--- src/rtl/pipe_addsub.sv ---
// pipe_addsub: STAGES-deep chunked ripple-carry add/sub pipeline with saturation.
// Valid/ready on both sides; backpressure ripples combinationally to o_ready.
`default_nettype none

module pipe_addsub #(
  parameter int WIDTH  = 32,
  parameter int STAGES = 4
) (
  input  logic             clk,
  input  logic             rst,
  input  logic             i_valid,
  output logic             o_ready,
  input  logic [WIDTH-1:0] i_1,
  input  logic [WIDTH-1:0] i_2,
  input  logic [1:0]       i_op,
  output logic             o_valid,
  input  logic             i_ready,
  output logic [WIDTH-1:0] o,
  output logic             zero_flag,
  output logic             overflow_flag,
  output logic             carry_flag
);

  localparam int CH = WIDTH / STAGES;

  logic [STAGES-1:0] valid_q;
  logic [STAGES-1:0] w_adv;
  logic [STAGES-1:0] w_vin;

  // Stage k may advance iff any stage from k to the output is empty, or the sink takes the result.
  generate
    for (genvar k = 0; k < STAGES; k++) begin : g_hs
      assign w_adv[k] = i_ready | ~(&valid_q[STAGES-1:k]);
      if (k == 0) begin : g_vin0
        assign w_vin[k] = i_valid;
      end else begin : g_vinn
        assign w_vin[k] = valid_q[k-1];
      end
    end
  endgenerate

  always_ff @(posedge clk or posedge rst) begin
    if (rst) begin
      valid_q <= '0;
    end else begin
      valid_q <= (valid_q & ~w_adv) | (w_vin & w_adv);
    end
  end

  assign o_ready = w_adv[0];
  assign o_valid = valid_q[STAGES-1];

  // Intermediate stages: add one chunk, keep only the operand chunks still to be consumed.
  generate
    for (genvar k = 0; k < STAGES - 1; k++) begin : g_stage
      localparam int RW = WIDTH - (k + 1) * CH;
      localparam int SW = (k + 1) * CH;

      logic [RW+CH-1:0] w_a;
      logic [RW+CH-1:0] w_b;
      logic             w_cin;
      logic             w_sat;
      logic [CH-1:0]    w_sum;
      logic             w_c;
      logic [SW-1:0]    w_s;

      logic [RW-1:0]    a_q;
      logic [RW-1:0]    b_q;
      logic [SW-1:0]    s_q;
      logic             c_q;
      logic             sat_q;

      if (k == 0) begin : g_first
        assign w_a   = i_1;
        assign w_b   = i_2 ^ {WIDTH{i_op[0]}};
        assign w_cin = i_op[0];
        assign w_sat = i_op[1];
        assign w_s   = w_sum;
      end else begin : g_next
        assign w_a   = g_stage[k-1].a_q;
        assign w_b   = g_stage[k-1].b_q;
        assign w_cin = g_stage[k-1].c_q;
        assign w_sat = g_stage[k-1].sat_q;
        assign w_s   = {w_sum, g_stage[k-1].s_q};
      end

      assign {w_c, w_sum} = {1'b0, w_a[CH-1:0]} + {1'b0, w_b[CH-1:0]} + {{CH{1'b0}}, w_cin};

      always_ff @(posedge clk) begin
        if (w_adv[k] && w_vin[k]) begin
          a_q   <= w_a[RW+CH-1:CH];
          b_q   <= w_b[RW+CH-1:CH];
          s_q   <= w_s;
          c_q   <= w_c;
          sat_q <= w_sat;
        end
      end
    end
  endgenerate

  logic [CH-1:0]    w_la;
  logic [CH-1:0]    w_lb;
  logic [CH-1:0]    w_top;
  logic             w_lcin;
  logic             w_lsat;
  logic             w_carry;
  logic             w_ovf;
  logic [WIDTH-1:0] w_raw;
  logic [WIDTH-1:0] w_res;

  generate
    if (STAGES == 1) begin : g_single
      assign w_la   = i_1;
      assign w_lb   = i_2 ^ {WIDTH{i_op[0]}};
      assign w_lcin = i_op[0];
      assign w_lsat = i_op[1];
      assign w_raw  = w_top;
    end else begin : g_multi
      assign w_la   = g_stage[STAGES-2].a_q;
      assign w_lb   = g_stage[STAGES-2].b_q;
      assign w_lcin = g_stage[STAGES-2].c_q;
      assign w_lsat = g_stage[STAGES-2].sat_q;
      assign w_raw  = {w_top, g_stage[STAGES-2].s_q};
    end
  endgenerate

  assign {w_carry, w_top} = {1'b0, w_la} + {1'b0, w_lb} + {{CH{1'b0}}, w_lcin};

  // w_la/w_lb hold the top chunk, so bit CH-1 is the operand sign.
  assign w_ovf = (w_la[CH-1] == w_lb[CH-1]) && (w_raw[WIDTH-1] != w_la[CH-1]);
  assign w_res = (w_lsat && w_ovf) ? {w_la[CH-1], {(WIDTH-1){~w_la[CH-1]}}} : w_raw;

  logic [WIDTH-1:0] o_q;
  logic             zero_q;
  logic             ovf_q;
  logic             carry_q;

  always_ff @(posedge clk or posedge rst) begin
    if (rst) begin
      o_q     <= '0;
      zero_q  <= 1'b0;
      ovf_q   <= 1'b0;
      carry_q <= 1'b0;
    end else if (w_adv[STAGES-1] && w_vin[STAGES-1]) begin
      o_q     <= w_res;
      zero_q  <= (w_res == '0);
      ovf_q   <= w_ovf;
      carry_q <= w_carry;
    end
  end

  assign o             = o_q;
  assign zero_flag     = zero_q;
  assign overflow_flag = ovf_q;
  assign carry_flag    = carry_q;

endmodule

`default_nettype wire

--- config.mk ---
export PLATFORM = sky130hd
export DESIGN_NAME = pipe_addsub
export DESIGN_NICKNAME = d
export VERILOG_FILES = /design/src/rtl/pipe_addsub.sv
export SDC_FILE = /design/constraint.sdc
export NUM_CORES = 1
export LEC_CHECK = 0
export CORE_ASPECT_RATIO = 1.4
export CORE_MARGIN = 2
export CORE_UTILIZATION = 35
export DETAILED_ROUTE_END_ITERATION = 10
export DONT_BUFFER_PORTS = 1
export HOLD_SLACK_MARGIN = 0.03
export SLEW_MARGIN = 25
export SYNTH_ARGS = -nofsm -noshare
export SYNTH_HDL_FRONTEND = slang
export SYNTH_SLANG_ARGS = --single-unit
export TNS_END_PERCENT = 1
--- constraint.sdc ---
create_clock -name clk -period 5.11 [get_ports clk]
set_input_delay 1.022 -clock clk [delete_from_list [all_inputs] [get_ports clk]]
set_output_delay 1.022 -clock clk [all_outputs]
set_load 0.005 [all_outputs]
==> results.sh, run 1 <==
export IMPL_areaGrowthSynthToFinish_pct=11.6
export IMPL_yosysSeqAreaShare=0.707
export IMPL_chipWidth_um=130
export IMPL_gp_congestion=0.772
export IMPL_first_pass_iters=4
export IMPL_clk_pin_slew_worst_paths_ns=0.07
export IMPL_worstRegToRegCells=9
export IMPL_drcViolationCount=0
export IMPL_nFillCells=2049
export IMPL_grt_overflow_total=0
export IMPL_leakage_uw=0.00324
export IMPL_synth_simple_area_share=0.0838
export IMPL_startpoint_type="register"
export IMPL_layout_nets=651
export IMPL_synthAdderAreaFrac=0.0633
export IMPL_hold_viol_final=0
export IMPL_synth_cell_types=45
export IMPL_worst_ep_arrival_time_ns=2.97
export IMPL_layout_min_cycle_time_ns=2.63
export IMPL_yosys_warnings=0
export IMPL_ant_nets=0
export IMPL_worst_r2r_setup_slack_ns=2.48
export IMPL_final_cell_mix="150 x edfxtp_1, 50 x a21oi_1, 49 x nor2_1"
export IMPL_finalCritPeriodShare=0.515
export IMPL_synth_cells=539
export IMPL_tns_ns=0
export IMPL_grt_use_met2=0.188
export IMPL_use_met1=0.151
export IMPL_instances_no_fill=856
export IMPL_htree_levels=4
export IMPL_die_area_mm2=0.0234
export IMPL_multi_input_comb_area_mm2=0.00215
export IMPL_die_y_um=180
export IMPL_synth_mux_area_fraction=0.00291
export IMPL_async_reset_ff_frac=0.206
export IMPL_grt_max_degree=51
export IMPL_rows=64
export IMPL_hp_class="register to register"
export IMPL_hold_depth=0
export IMPL_finalSetupViolCount=0
export IMPL_synth_compound_area_frac=0.0694
export IMPL_final_common_cell="edfxtp_1"
export IMPL_cts_sinks=189
export IMPL_drive_gt1_frac=0.0912
export IMPL_pwr_share_clk=0.312
export IMPL_ir_drop_uv=235
export IMPL_netSwitchingFraction=0.278
export IMPL_finClkSkew_ns=0.0173
export IMPL_pwr_share_comb=0.146
export IMPL_critPathCaptureType="register"
export IMPL_cts_hold_buf=0
export IMPL_seqPwrFrac=0.542
export IMPL_clock_path_buffers=2
export IMPL_critPathKind="register to register"
export IMPL_hold_path_end="g_stage[1].s_q[2]$_DFFE_PP_"
export IMPL_synth_xor_area_frac=0.0554
export IMPL_internal_power_uw=2840
export IMPL_syn_area_per_cell_um2=14.4
export IMPL_crit_fanout=3
export IMPL_grt_busiest_layer="met2"
export IMPL_diodes=0
export IMPL_io_pins=107
export IMPL_rsz0062_at_grt="no"
export IMPL_first_global_vias=4037
export IMPL_r2r_start="g_stage[2].a_q[0]$_DFFE_PP_"
export IMPL_synth_edff_count=150
export IMPL_maxCapViolations=0
export IMPL_grt_usage=0.121
export IMPL_switchingPower_uw=1100
export IMPL_grt_first_pass_wirelength_um=21500
export IMPL_ys_flop_type="edfxtp_1"
export IMPL_post_dp_hpwl_um=9830
export IMPL_synth_area_mm2=0.00775
export IMPL_io_buffers=0
export IMPL_detail_route_vias_per_cell=4.64
export IMPL_cts_root_buf="clkbuf_16"
export IMPL_min_from="g_stage[0].s_q[2]$_DFFE_PP_"
export IMPL_register_area_mm2=0.00548
export IMPL_synth_fp_nets=644
export IMPL_worst_pin_slew_ns=0.918
export IMPL_status="finished, final reports clean"
export IMPL_coreArea_mm2=0.0218
export IMPL_antenna_found_initial=0
export IMPL_placedCellCount=824
export IMPL_post_cts_setup_buffers=0
export IMPL_slew_viol_final=0
export IMPL_maxSlewHeadroom=0.388
export IMPL_drt_wirelength_per_cell_um=15.7
export IMPL_synth_top_family_by_area="simple AND/OR/NAND/NOR gates"
export IMPL_vias=3973
export IMPL_startpoint="g_stage[2].a_q[0]$_DFFE_PP_"
export IMPL_cts_buffers=17
export IMPL_wl_um=13400
export IMPL_required_ns=5.45
export IMPL_cts_tree="done"
export IMPL_rr_endpoint="zero_flag$_DFFE_PP0P_"
export IMPL_clk_latency_ns=0.43
export IMPL_ys_ff_latch=189
export IMPL_met3_usage=0.0419
export IMPL_drt_first_iter_violations=291
export IMPL_power_density_mw_per_mm2=455
export IMPL_start_util=0.356
export IMPL_ctsResizeCount=0
export IMPL_fmax_ghz=0.380
[worst max-delay path: stages, from the launching register on]
cell      delay (ns)
edfxtp_1        0.40
fa_1            0.54
inv_1           0.10
fa_1            0.21
nor2b_1         0.07
o31a_1          0.28
nor4_2          0.15
nor3_1          0.12
or4_1           0.50
o31ai_2         0.18
[cell usage after synthesis, types with 2 or more instances]
cell | count | share of area
nor2_1 | 49 | 0.024
a22oi_1 | 2 | 0.0019
or4_1 | 2 | 0.0019
dfrtp_1 | 39 | 0.13
o21bai_1 | 3 | 0.0029
nor3_1 | 5 | 0.0032
clkbuf_1 | 5 | 0.0024
fa_1 | 7 | 0.018
inv_1 | 19 | 0.0092
a21boi_0 | 2 | 0.0019
xor2_1 | 39 | 0.044
o211ai_1 | 3 | 0.0029
o21ai_0 | 16 | 0.010
buf_2 | 6 | 0.0039
nor2b_1 | 7 | 0.0057
nand2b_1 | 7 | 0.0057
a21o_1 | 3 | 0.0029
mux2_2 | 2 | 0.0029
o21ai_1 | 2 | 0.0013
nor4_1 | 2 | 0.0016
nand3_1 | 3 | 0.0019
edfxtp_1 | 150 | 0.58
o21a_1 | 3 | 0.0029
o31ai_2 | 2 | 0.0032
and2_1 | 4 | 0.0032
a21oi_1 | 51 | 0.033
ha_1 | 28 | 0.045
nand4_1 | 3 | 0.0024
buf_1 | 3 | 0.0015
xnor2_1 | 10 | 0.011
o31a_1 | 2 | 0.0023
nand2_1 | 47 | 0.023
[how the worst max path moves through the flow]
stage | depth (start not counted) | end
floorplan | 9 | g_stage[0].c_q$_DFFE_PP_
detailed placement | 7 | g_stage[0].c_q$_DFFE_PP_
finish | 9 | zero_flag$_DFFE_PP0P_
global route | 7 | o[13]$_DFFE_PP0P_
CTS | 7 | o[13]$_DFFE_PP0P_
global placement | 7 | g_stage[0].c_q$_DFFE_PP_
[layout make-up]
type | instances | area share
Multi-Input combinational cell | 316 | 0.249
Sequential cell | 189 | 0.633
Clock buffer | 17 | 0.0492
Timing Repair Buffer | 3 | 0.00260
Tap cell | 297 | 0.0430
Clock inverter | 15 | 0.0149
Inverter | 19 | 0.00824
[per-stage QoR]
step / instance area, µm² / setup WS, ns / util / total power [µW] / hold slack, ns
floorplan: 7750 / 1.88 / - / 2570 / 0.400
global route: 8650 / 2.35 / 0.397 / 4160 / 0.427
detailed placement: 8090 / 2.24 / 0.371 / 2750 / 0.405
finish: 8650 / 2.48 / 0.397 / 3940 / 0.418
CTS: 8650 / 2.22 / 0.397 / 3980 / 0.420
global placement: 8080 / 2.27 / 0.371 / 2720 / 0.406
[power by group through the flow]
stage | sequential (µW) | clock (µW) | combinational (µW)
finish | 2130 | 1230 | 575
global route | 2170 | 1340 | 655
CTS | 2140 | 1260 | 580
detailed placement | 2170 | 0 | 575
global placement | 2160 | 0 | 557
floorplan | 2110 | 0 | 459
[registers in the layout, summed over array words and instances (netlist names), named ones only]
register       count
carry_flag         1
g_stage.a_q       48
g_stage.b_q       48
g_stage.c_q        3
g_stage.s_q       48
g_stage.sat_q      3
o                 32
overflow_flag      1
zero_flag          1
[layer usage]
layer | vias up | wire (µm)
met2 | 122 | 6500
met4 | 0 | 363
met3 | 22 | 886
met1 | 1895 | 5660
met5 | - | 0
li1 | 1934 | -
[cells by family after synthesis]
family                   Yosys count
AO/OA/AOI/OAI                     92
adder cells (fa/ha/maj)           35
AND/OR/NAND/NOR                  138
flip-flops                       189
XOR/XNOR                          49
buffers and inverters             34
multiplexers                       2
No activity file was read; power rests on OpenSTA's default activity.
==> run 2: changes to the inputs <==
==> constraint.sdc (replaced) <==
create_clock -name clk -period 2.4 [get_ports clk]
set_input_delay 0.48 -clock clk [delete_from_list [all_inputs] [get_ports clk]]
set_output_delay 0.48 -clock clk [all_outputs]
set_load 0.005 [all_outputs]
==> run 2 against run 1 <==
Compared with the run above:
- the run now ends with negative setup slack left
- first-iteration DRC count is 28% lower
- die area stayed put
- hold slack worse by 0.37 ns
- count of clock-buffer cells in the layout stayed put
- sequential share of layout area is 1.3 points lower
- global-route usage is 0.11 points higher
- utilization is 0.86 points higher
- sequential power is 110% higher
- combinational power is 140% higher
- critical endpoint unchanged
- largest power group unchanged
==> results.sh, run 2 (synthesis gave the netlist of run 1 again) <==
export IMPL_register_area_mm2=0.00548
export IMPL_nFillCells=2013
export IMPL_rows=64
export IMPL_grt_usage=0.122
export IMPL_fmax_ghz=0.401
export IMPL_chipWidth_um=130
export IMPL_cts_root_buf="clkbuf_16"
export IMPL_final_cell_mix="150 x edfxtp_1, 49 x nor2_1, 48 x a21oi_1"
export IMPL_final_common_cell="edfxtp_1"
export IMPL_grt_first_pass_wirelength_um=21700
export IMPL_clk_latency_ns=0.43
export IMPL_ir_drop_uv=544
export IMPL_drcViolationCount=0
export IMPL_cts_tree="done"
export IMPL_p_total_uw=8500
export IMPL_start_util=0.356
export IMPL_drive_gt1_frac=0.126
export IMPL_crit_fanout=2
export IMPL_layout_nets=663
export IMPL_maxCapViolations=0
export IMPL_critPathCaptureType="register"
export IMPL_layout_min_cycle_time_ns=2.50
export IMPL_vias=4076
export IMPL_cts_buffers=17
export IMPL_pre_cts_slack_ns=-0.112
export IMPL_first_global_vias=4172
export IMPL_areaGrowthSynthToFinish_pct=14.0
export IMPL_antenna_found_initial=0
export IMPL_critPathKind="register to register"
export IMPL_io_pins=107
export IMPL_die_y_um=180
export IMPL_power_density_mw_per_mm2=962
export IMPL_required_ns=2.73
export IMPL_wl_um=13500
export IMPL_cts_sinks=189
export IMPL_post_dp_hpwl_um=9650
export IMPL_gp_congestion=0.778
export IMPL_io_buffers=0
export IMPL_drt_first_iter_violations=210
export IMPL_leakage_uw=0.00331
export IMPL_hold_viol_final=0
export IMPL_setup_ws_ns=-0.0955
export IMPL_reg_top3="g_stage.a_q: 48 flops, g_stage.b_q: 48 flops, g_stage.s_q: 48 flops"
export IMPL_startpoint_type="register"
export IMPL_worst_ep_arrival_time_ns=2.83
export IMPL_hp_class="input pin to async pin"
export IMPL_slew_viol_final=0
export IMPL_first_pass_iters=5
export IMPL_hold_ws_ns=0.0518
export IMPL_finalSetupViolCount=1
export IMPL_coreArea_mm2=0.0218
export IMPL_clock_path_buffers=2
export IMPL_drt_wirelength_per_cell_um=15.5
export IMPL_rsz0062_at_grt="yes"
export IMPL_crit_path_frequent_cell="fa_2"
export IMPL_worstRegToRegCells=11
export IMPL_grt_overflow_total=0
export IMPL_worst_pin_slew_ns=0.792
export IMPL_multi_input_comb_area_mm2=0.00221
export IMPL_violations="negative setup slack"
export IMPL_diodes=0
export IMPL_maxSlewHeadroom=0.472
export IMPL_ant_nets=0
export IMPL_finalCritPeriodShare=1.04
export IMPL_detail_route_vias_per_cell=4.70
export IMPL_crit_slowest_cell="fa_2"
export IMPL_die_area_mm2=0.0234
export IMPL_path_cells="fa_2 -> inv_2 -> fa_2 -> buf_6 -> xnor2_4 -> nor4b_4 -> nand4_1 -> buf_4 -> a211oi_2 -> nor2_1 -> o31ai_2"
export IMPL_grt_max_degree=59
export IMPL_max_stage_delay_ns=0.43
export IMPL_htree_levels=4
export IMPL_clk_pin_slew_worst_paths_ns=0.07
export IMPL_tns_ns=-0.0955
export IMPL_finClkSkew_ns=0.00968
export IMPL_status="finished with violations"
export IMPL_postLayoutCoreUtil=0.406
-- run 2: critical path, delay by kind of cell, from the launching register on --
kind,cells,cell delay [ns]
compound gates,2,0.43
xor+xnor,1,0.07
fa+ha+maj,2,0.64
buf+inv,3,0.36
flops,1,0.41
simple gates,3,0.49
-- run 2: final timing paths --
kind / slack [ns] / endpoint / from
worst max-delay path: -0.1 / zero_flag$_DFFE_PP0P_ / g_stage[2].b_q[0]$_DFFE_PP_
worst min-delay path: 0.05 / o[22]$_DFFE_PP0P_ / rst
worst max register to register: -0.1 / zero_flag$_DFFE_PP0P_ / g_stage[2].b_q[0]$_DFFE_PP_
worst min register to register: 0.42 / g_stage[2].b_q[7]$_DFFE_PP_ / g_stage[1].b_q[15]$_DFFE_PP_
max in group asynchronous: 2.02 / o[16]$_DFFE_PP0P_ / rst
min in group clk: 0.14 / g_stage[0].a_q[0]$_DFFE_PP_ / i_1[8]
-- run 2: routing by layer --
metal	vias to the layer above	wire (µm)	GRT usage
li1	1968	-	-
met1	1951	5550	0.146
met2	138	6680	0.196
met3	19	951	0.0407
met4	0	307	0.0594
met5	-	0	0
-- run 2: layout make-up --
class | count | area share
Sequential cell | 189 | 0.620
Multi-Input combinational cell | 316 | 0.250
Clock buffer | 17 | 0.0481
Timing Repair Buffer | 15 | 0.0174
Tap cell | 297 | 0.0421
Clock inverter | 15 | 0.0144
Inverter | 19 | 0.00807
-- run 2: power by group --
part | total, µW | internal (µW) | switching [µW]
registers | 4540 | 4210 | 332
logic | 1360 | 566 | 790
clock network | 2610 | 1360 | 1250
-- run 2: per-stage QoR --
step | instances | cell area (µm²)
after CTS | 866 | 8780
after floorplan | 539 | 7750
after global placement | 833 | 8190
after global routing | 868 | 8840
final | 868 | 8840
after detailed placement | 833 | 8190
-- run 2: repair_timing --
| item | in CTS | in global routing |
|---|---|---|
| setup buffers | 1 | 2 |
| hold buffers | 0 | 0 |
| endpoints found under the setup margin | 3 | 31 |
| cloned | 0 | 0 |
| pin swaps | 9 | 13 |
| resized for setup | 9 | 8 |
==> run 3: changes to the inputs <==
--- a/config.mk
+++ b/config.mk
@@ -11,7 +11,6 @@
 export DETAILED_ROUTE_END_ITERATION = 10
 export DONT_BUFFER_PORTS = 1
 export HOLD_SLACK_MARGIN = 0.03
-export SLEW_MARGIN = 25
 export SYNTH_ARGS = -nofsm -noshare
 export SYNTH_HDL_FRONTEND = slang
 export SYNTH_SLANG_ARGS = --single-unit
==> results of run 3 <==
The final DEF is identical to that of run 2; final timing and power are the same.
